$ cat src/rtl/imem_boot_ctrl_pkg.sv
// Shared types and constants for the instruction-memory boot controller.
package imem_boot_ctrl_pkg;

    // Controller sequencing states.
    typedef enum logic [2:0] {
        StIdle,
        StWaitWord,
        StWrite,
        StHold,
        StRun
    } state_e;

    // Bytes per instruction word, written low byte first.
    localparam int unsigned ByteLanes = 4;
    localparam logic [1:0]  LastBeat  = 2'(ByteLanes - 1);

    // Select one little-endian byte lane from a 32-bit word.
    function automatic logic [7:0] lane_byte(input logic [31:0] word, input logic [1:0] idx);
        return word[{idx, 3'b000} +: 8];
    endfunction

endpackage

$ cat src/rtl/imem_boot_ctrl_if.sv
// Loader word stream plus byte-wide instruction RAM write port.
interface imem_boot_ctrl_if #(
    parameter int unsigned ADDR_W = 10
) ();

    logic              in_valid;
    logic              in_ready;
    logic [31:0]       in_data;
    logic              in_last;
    logic              mem_we;
    logic [ADDR_W-1:0] mem_waddr;
    logic [7:0]        mem_wdata;

    // Loader / RAM side.
    modport master (
        output in_valid, in_data, in_last,
        input  in_ready, mem_we, mem_waddr, mem_wdata
    );

    // Boot controller side.
    modport slave (
        input  in_valid, in_data, in_last,
        output in_ready, mem_we, mem_waddr, mem_wdata
    );

endinterface

$ cat src/rtl/imem_boot_ctrl_word_serializer.sv
// Latches one 32-bit word and plays it out as four registered byte writes
// at base_i+0..3. beat_done_o is high while the final beat is on the bus.
module word_serializer
    import imem_boot_ctrl_pkg::*;
#(
    parameter int unsigned ADDR_W = 10
) (
    input  logic              clk_i,
    input  logic              rst_ni,
    input  logic              load_i,
    input  logic [31:0]       word_i,
    input  logic              wr_en_i,    // low: run the beats without writing
    input  logic [ADDR_W-1:0] base_i,
    output logic              mem_we_o,
    output logic [ADDR_W-1:0] mem_waddr_o,
    output logic [7:0]        mem_wdata_o,
    output logic              beat_done_o
);

    logic              active_q, active_d;
    logic [1:0]        beat_q, beat_d;
    logic [31:0]       word_q, word_d;
    logic              wr_en_q, wr_en_d;
    logic              we_q, we_d;
    logic [ADDR_W-1:0] waddr_q, waddr_d;
    logic [7:0]        wdata_q, wdata_d;
    logic [1:0]        beat_nxt;

    assign beat_nxt = beat_q + 2'd1;

    // Next beat: a load presents byte 0 immediately, then one byte per cycle.
    always_comb begin
        active_d = active_q;
        beat_d   = beat_q;
        word_d   = word_q;
        wr_en_d  = wr_en_q;
        we_d     = 1'b0;
        waddr_d  = waddr_q;
        wdata_d  = wdata_q;
        if (load_i) begin
            active_d = 1'b1;
            beat_d   = 2'd0;
            word_d   = word_i;
            wr_en_d  = wr_en_i;
            we_d     = wr_en_i;
            waddr_d  = base_i;
            wdata_d  = lane_byte(word_i, 2'd0);
        end else if (active_q) begin
            if (beat_q == LastBeat) begin
                active_d = 1'b0;
            end else begin
                beat_d  = beat_nxt;
                we_d    = wr_en_q;
                waddr_d = base_i + ADDR_W'(beat_nxt);
                wdata_d = lane_byte(word_q, beat_nxt);
            end
        end
    end

    // Beat state and registered write-port outputs.
    always_ff @(posedge clk_i or negedge rst_ni) begin
        if (!rst_ni) begin
            active_q <= 1'b0;
            beat_q   <= 2'd0;
            word_q   <= '0;
            wr_en_q  <= 1'b0;
            we_q     <= 1'b0;
            waddr_q  <= '0;
            wdata_q  <= '0;
        end else begin
            active_q <= active_d;
            beat_q   <= beat_d;
            word_q   <= word_d;
            wr_en_q  <= wr_en_d;
            we_q     <= we_d;
            waddr_q  <= waddr_d;
            wdata_q  <= wdata_d;
        end
    end

    assign mem_we_o    = we_q;
    assign mem_waddr_o = waddr_q;
    assign mem_wdata_o = wdata_q;
    assign beat_done_o = active_q && (beat_q == LastBeat);

endmodule

$ cat src/rtl/imem_boot_ctrl.sv
// Boot sequencer: holds the core in reset, writes a loaded image into the
// byte-wide instruction RAM, then releases the core after a fixed hold time.
module imem_boot_ctrl
    import imem_boot_ctrl_pkg::*;
#(
    parameter int unsigned ADDR_W   = 10,
    parameter int unsigned RST_HOLD = 4
) (
    input  logic              clock,
    input  logic              rst_n,
    input  logic              start,
    imem_boot_ctrl_if.slave   bus,
    output logic              cpu_rst,
    output logic              done,
    output logic              err,
    output logic [ADDR_W-2:0] words
);

    localparam int unsigned RamBytes = 2 ** ADDR_W;
    // One extra bit so base can sit at RamBytes once the RAM is full.
    localparam int unsigned BaseW    = ADDR_W + 1;
    localparam int unsigned HoldW    = (RST_HOLD > 1) ? $clog2(RST_HOLD) : 1;
    localparam int unsigned WordsW   = ADDR_W - 1;

    state_e             state_q, state_d;
    logic [BaseW-1:0]   base_q, base_d;
    logic [HoldW-1:0]   hold_q, hold_d;
    logic [WordsW-1:0]  words_q, words_d;
    logic               err_q, err_d;
    logic               last_q, last_d;
    logic               cpu_rst_q, cpu_rst_d;
    logic               done_q, done_d;
    logic               in_ready_q, in_ready_d;

    logic               accept;
    logic               overflow;
    logic               beat_done;
    logic               ser_we;
    logic [ADDR_W-1:0]  ser_waddr;
    logic [7:0]         ser_wdata;

    assign accept   = (state_q == StWaitWord) && in_ready_q && bus.in_valid;
    // A word starting past the last full slot is consumed but not written.
    assign overflow = base_q > BaseW'(RamBytes - 4);

    word_serializer #(
        .ADDR_W (ADDR_W)
    ) u_ser (
        .clk_i       (clock),
        .rst_ni      (rst_n),
        .load_i      (accept),
        .word_i      (bus.in_data),
        .wr_en_i     (!overflow),
        .base_i      (base_q[ADDR_W-1:0]),
        .mem_we_o    (ser_we),
        .mem_waddr_o (ser_waddr),
        .mem_wdata_o (ser_wdata),
        .beat_done_o (beat_done)
    );

    // Sequencing and next values of every registered output.
    always_comb begin
        state_d    = state_q;
        base_d     = base_q;
        hold_d     = hold_q;
        words_d    = words_q;
        err_d      = err_q;
        last_d     = last_q;
        cpu_rst_d  = cpu_rst_q;
        done_d     = done_q;
        in_ready_d = in_ready_q;
        case (state_q)
            StIdle, StRun: begin
                if (start) begin
                    state_d    = StWaitWord;
                    base_d     = '0;
                    words_d    = '0;
                    err_d      = 1'b0;
                    cpu_rst_d  = 1'b1;
                    done_d     = 1'b0;
                    in_ready_d = 1'b1;
                end
            end
            StWaitWord: begin
                if (accept) begin
                    state_d    = StWrite;
                    in_ready_d = 1'b0;
                    last_d     = bus.in_last;
                    words_d    = (&words_q) ? words_q : words_q + WordsW'(1);
                    if (overflow) begin
                        err_d = 1'b1;
                    end
                end
            end
            StWrite: begin
                if (beat_done) begin
                    base_d = overflow ? base_q : base_q + BaseW'(4);
                    if (last_q) begin
                        state_d = StHold;
                        hold_d  = HoldW'(RST_HOLD - 1);
                    end else begin
                        state_d    = StWaitWord;
                        in_ready_d = 1'b1;
                    end
                end
            end
            StHold: begin
                if (hold_q == '0) begin
                    state_d   = StRun;
                    cpu_rst_d = 1'b0;
                    done_d    = 1'b1;
                end else begin
                    hold_d = hold_q - HoldW'(1);
                end
            end
            default: begin
                state_d = StIdle;
            end
        endcase
    end

    // Controller state and registered status outputs.
    always_ff @(posedge clock or negedge rst_n) begin
        if (!rst_n) begin
            state_q    <= StIdle;
            base_q     <= '0;
            hold_q     <= '0;
            words_q    <= '0;
            err_q      <= 1'b0;
            last_q     <= 1'b0;
            cpu_rst_q  <= 1'b1;
            done_q     <= 1'b0;
            in_ready_q <= 1'b0;
        end else begin
            state_q    <= state_d;
            base_q     <= base_d;
            hold_q     <= hold_d;
            words_q    <= words_d;
            err_q      <= err_d;
            last_q     <= last_d;
            cpu_rst_q  <= cpu_rst_d;
            done_q     <= done_d;
            in_ready_q <= in_ready_d;
        end
    end

    assign bus.in_ready  = in_ready_q;
    assign bus.mem_we    = ser_we;
    assign bus.mem_waddr = ser_waddr;
    assign bus.mem_wdata = ser_wdata;
    assign cpu_rst       = cpu_rst_q;
    assign done          = done_q;
    assign err           = err_q;
    assign words         = words_q;

endmodule
$ cat src/flat_wrapper.sv
// flat-port wrapper written by rule: the top's interface ports become plain ports
module imem_boot_ctrl_flat import imem_boot_ctrl_pkg::*;
#(
    parameter int unsigned ADDR_W   = 10,
    parameter int unsigned RST_HOLD = 4
)
  (clock, rst_n, start, cpu_rst, done, err, words, bus_in_valid, bus_in_data, bus_in_last, bus_in_ready, bus_mem_we, bus_mem_waddr, bus_mem_wdata);
  imem_boot_ctrl_if #(.ADDR_W(ADDR_W)) bus_i ();
  input  logic clock;
  input  logic rst_n;
  input  logic start;
  output logic cpu_rst;
  output logic done;
  output logic err;
  output logic [ADDR_W-2:0] words;
  input wire logic [$bits(bus_i.in_valid)-1:0] bus_in_valid;
  input wire logic [$bits(bus_i.in_data)-1:0] bus_in_data;
  input wire logic [$bits(bus_i.in_last)-1:0] bus_in_last;
  output wire logic [$bits(bus_i.in_ready)-1:0] bus_in_ready;
  output wire logic [$bits(bus_i.mem_we)-1:0] bus_mem_we;
  output wire logic [$bits(bus_i.mem_waddr)-1:0] bus_mem_waddr;
  output wire logic [$bits(bus_i.mem_wdata)-1:0] bus_mem_wdata;
  assign bus_i.in_valid = bus_in_valid;
  assign bus_i.in_data = bus_in_data;
  assign bus_i.in_last = bus_in_last;
  assign bus_in_ready = bus_i.in_ready;
  assign bus_mem_we = bus_i.mem_we;
  assign bus_mem_waddr = bus_i.mem_waddr;
  assign bus_mem_wdata = bus_i.mem_wdata;
  imem_boot_ctrl #(.ADDR_W(ADDR_W), .RST_HOLD(RST_HOLD)) u_core (.clock(clock), .rst_n(rst_n), .start(start), .bus(bus_i), .cpu_rst(cpu_rst), .done(done), .err(err), .words(words));
endmodule
$ cat config.mk
export PLATFORM = sky130hd
export DESIGN_NAME = imem_boot_ctrl_flat
export DESIGN_NICKNAME = d
export VERILOG_FILES = /design/src/rtl/imem_boot_ctrl_pkg.sv /design/src/rtl/imem_boot_ctrl_if.sv /design/src/rtl/imem_boot_ctrl_word_serializer.sv /design/src/rtl/imem_boot_ctrl.sv /design/src/flat_wrapper.sv
export SDC_FILE = /design/constraint.sdc
export NUM_CORES = 1
export LEC_CHECK = 0
export BUFFER_PORTS_ARGS = -buffer_cell sky130_fd_sc_hd__buf_4
export CAP_MARGIN = 20
export CORE_MARGIN = 3
export CORE_UTILIZATION = 50
export CTS_BUF_LIST = sky130_fd_sc_hd__clkbuf_8
export CTS_CLUSTER_SIZE = 40
export DETAILED_ROUTE_END_ITERATION = 16
export PLACE_DENSITY = 0.83
export SLEW_MARGIN = 20
export SYNTH_ARGS = -nofsm -noshare
export SYNTH_HDL_FRONTEND = slang
export SYNTH_SLANG_ARGS = --single-unit
export TNS_END_PERCENT = 50
$ cat constraint.sdc
create_clock -name clock -period 4.4 [get_ports clock]
set_clock_uncertainty 0.05 [all_clocks]
set_input_delay 0.88 -clock clock [delete_from_list [all_inputs] [get_ports clock]]
set_output_delay 0.88 -clock clock [all_outputs]
set_load 0.01 [all_outputs]
==> metrics.md <==
| Metric | Value |
|---|---|
| Status | `finished, final reports clean` |
| Max-slew headroom | `38.7%` |
| Post-CTS setup buffer count | `0` |
| Total number of yosys warnings | `0` |
| Inst Count DP | `550` |
| Fmax | `0.406 GHz` |
| Rows | `31` |
| Post-Layout Cell Count | `566` |
| Root Buffer | `clkbuf_8` |
| Htree depth | `3` |
| Worst-margin pin slew | `0.916 ns` |
| DR WL/cell | `15.0 um` |
| Post-Syn Area | `0.00390 mm^2` |
| Most numerous cell in the Yosys netlist | `nand2_1` |
| Leakage | `2.25 nW` |
| Post-Syn Instances | `400` |
| Crit Path Category | `register to register` |
| CP Depth | `5` |
| Unrepaired setup endpoints after global routing | `no` |
| CTS tree | `yes` |
| Post-synth top area cell | `dfrtp_1` |
| Mapped Nets | `443` |
| Post-Route Setup TNS | `0 ns` |
| Syn_area_per_cell | `9.75 um^2` |
| Worst path arrival time | `2.68 ns` |
| Share of layout cells above drive strength 1 | `22.5%` |
| Ant diodes | `0` |
| DR pass1 iterations | `4` |
| Distinct cell type count after synthesis | `51` |
| Peak VDD IR | `0.158 mV` |
| Seq/Total Area, Yosys | `53.3%` |
| Final wirelength | `8510 um` |
| Max Transition Viols Final | `0` |
| Vias in the first global route | `3081` |
| Port Buffers | `68` |
| CORE AREA | `0.00741 mm^2` |
| Hold_sp | `u_core.u_ser.wr_en_q` |
| Global-route usage over all layers | `20.6%` |
| First-pass GRT wire length | `14400 um` |
| Synth top cells by count | `nand2_1 (126), dfrtp_1 (82), a21oi_1 (25)` |
| Syn-to-layout area delta | `20.0%` |
| Largest net degree at the start of global routing | `84` |
| Final hold violation count | `0` |
| Synth Register Bits | `83` |
| Residual DRC | `0` |
| Crit-path most repeated cell | `nand2_1` |
| Die width | `94.3 um` |
| PnR worst setup slack | `1.94 ns` |
| Num CTS Buffers | `9` |
| Synth Flop Type | `dfrtp_1` |
| Slowest CP cell | `dfrtp_1` |
| HP Class | `register to register` |
| Via count | `3109` |
| CP required | `4.62 ns` |
| Endpoints failing setup | `0` |
| Largest fanout on the critical path | `11` |
| Grt ovf | `0` |
| Hold path cells | `2` |
| Type of origin of the critical path | `register` |
| CP Launch Point | `u_core.u_ser.beat_q[0]` |
| Initial antenna violation count | `0` |
| Clock sink count | `83` |
| Worst setup EP type | `register` |
| R2R cell count | `5` |
| Pre-CTS WS | `1.98 ns` |
| Hold_buf cts | `0` |
| DR iter-0 viols | `198` |
| Fin nets | `505` |
| CP max stage delay | `0.75 ns` |
| Reg2reg start | `u_core.u_ser.beat_q[0]` |
| Async set-reset flop share out of synthesis | `100%` |
| Post-CTS Resized | `0` |
| Dpl hpwl | `5930 um` |
| Routed vias/inst | `5.49` |
| Initial Util | `52.6%` |
| Yosys top cell area share | `52.6%` |
| Crit path time final | `2.46 ns` |
| Die area | `0.00890 mm^2` |
| Final RePlAce weighted congestion | `0.858` |
| Max Cap Viol | `0` |
| Post-synth EDFFs | `0` |
| Clock network latency to the later pin of the worst-skew pair | `0.36 ns` |
| CP top delay family | `simple AND/OR/NAND/NOR gates` |
| Power Dens Cells | `293 mW/mm^2` |
| Die H | `94.3 um` |
| CP Cell Sequence | `ha_1 -> nand2_1 -> nor3_1 -> nand2_1 -> o31ai_1` |
| Buf+Inv Stages, Crit Path | `0` |
| Io pins | `69` |
| CTS Buffer Depth | `2` |
| Fin crit share | `55.9%` |
| Clk slew on worst S/H paths | `0.09 ns` |
| Post-route ant nets | `0` |
| Ranking of synthesized cells by area | `dfrtp_1 (53%), nand2_1 (12%), mux4_2 (4.6%), a21oi_1 (3.2%), o21ai_0 (3.0%)` |
## metal layers
layer	track usage [%]	part of all wire [%]	wire length, um	vias to the layer above
met5	0	0	0	-
met4	8.06	1.6	136	0
met3	3.53	5.9	504	13
met2	33.9	48	4110	104
met1	27.2	44	3760	1485
li1	-	-	-	1507
## layout by cell type, fill, tap and decap left out, types with 2 or more instances in the layout
cell | Yosys | routed
nand2_1 | 126 | 126
dfrtp_1 | 82 | 82
buf_4 | 1 | 69
a21oi_1 | 25 | 25
o21ai_0 | 23 | 23
nor2_1 | 13 | 13
mux2i_1 | 11 | 11
inv_1 | 9 | 9
clkbuf_8 | 0 | 9
nand3_1 | 8 | 8
mux4_2 | 8 | 8
nor3_1 | 6 | 6
ha_1 | 6 | 6
mux2_2 | 5 | 5
nand2b_1 | 4 | 4
and2_1 | 4 | 4
inv_6 | 0 | 4
and3_1 | 3 | 3
o22ai_1 | 3 | 3
xnor2_1 | 3 | 3
o31ai_1 | 3 | 3
a41oi_1 | 2 | 2
nor3b_1 | 2 | 2
o21a_1 | 2 | 2
a211oi_1 | 2 | 2
nand3b_1 | 2 | 2
nor4_1 | 2 | 2
nand4_1 | 2 | 2
xor2_1 | 2 | 2
a22o_1 | 2 | 2
clkinv_4 | 0 | 2
## kinds of logic (layout without fill, tap and decap cells)
logic type,Yosys count,count (layout),synth area share (%)
flip-flops,83,83,53.3
AND/OR/NAND/NOR,181,181,20.5
other,1,1,0.0962
multiplexers,24,24,8.89
AO/OA/AOI/OAI,72,72,11.2
buffers and inverters,28,95,3.02
XOR/XNOR,5,5,1.12
adder cells (fa/ha/maj),6,6,1.92
## stage by stage
step	hold slack (ns)	utilization, %	total power [W]	instance area [um^2]
after floorplan	0.385	-	0.000781	3900
after global placement	0.400	60.3	0.000821	4470
after detailed placement	0.407	60.3	0.000821	4470
after CTS	0.429	63.1	0.00138	4670
after global routing	0.441	63.1	0.00142	4680
final	0.426	63.1	0.00137	4680
## power breakdown
group / switching [W] / leakage (nW) / internal, W
logic: 0.0000212 / 1.10 / 0.0000213
clock network: 0.000293 / 0.105 / 0.000272
registers: 0.000000827 / 1.04 / 0.000763
## worst paths after layout
path	endpoint	slack (ns)
min in group asynchronous	u_core.words[7]	0.50
max in group asynchronous	u_core.u_ser.word_q[20]	3.29
worst min register to register	u_core.u_ser.wr_en_q	0.43
worst max register to register	u_core.base_q[6]	1.94
worst min-delay path	u_core.u_ser.wr_en_q	0.43
worst max-delay path	u_core.base_q[6]	1.94
## cell type report
class | instances | area [um^2]
clock buffer | 9 | 124
inverter | 9 | 33.8
fill | 619 | 2730
sequential | 83 | 2080
timing repair buffer | 70 | 529
clock inverter | 7 | 82.6
multi-input combinational | 289 | 1710
tap | 99 | 124
## flip-flops by register name (all words and copies together), names as in the netlist, 2 cells and up
register,flops
u_core.u_ser.beat_q,2
u_core.state_q,3
u_core.u_ser.mem_wdata_o,8
u_core.u_ser.mem_waddr_o,10
u_core.words,9
u_core.base_q,9
u_core.hold_q,2
u_core.u_ser.word_q,32
## worst reg2reg max path, delay by kind of cell, from the launching register on
family | cells | cell delay [ns]
flip-flops | 1 | 0.75
adder cells (fa/ha/maj) | 1 | 0.34
AO/OA/AOI/OAI | 1 | 0.23
AND/OR/NAND/NOR | 3 | 1.01
(Power assumes the default switching activity.)
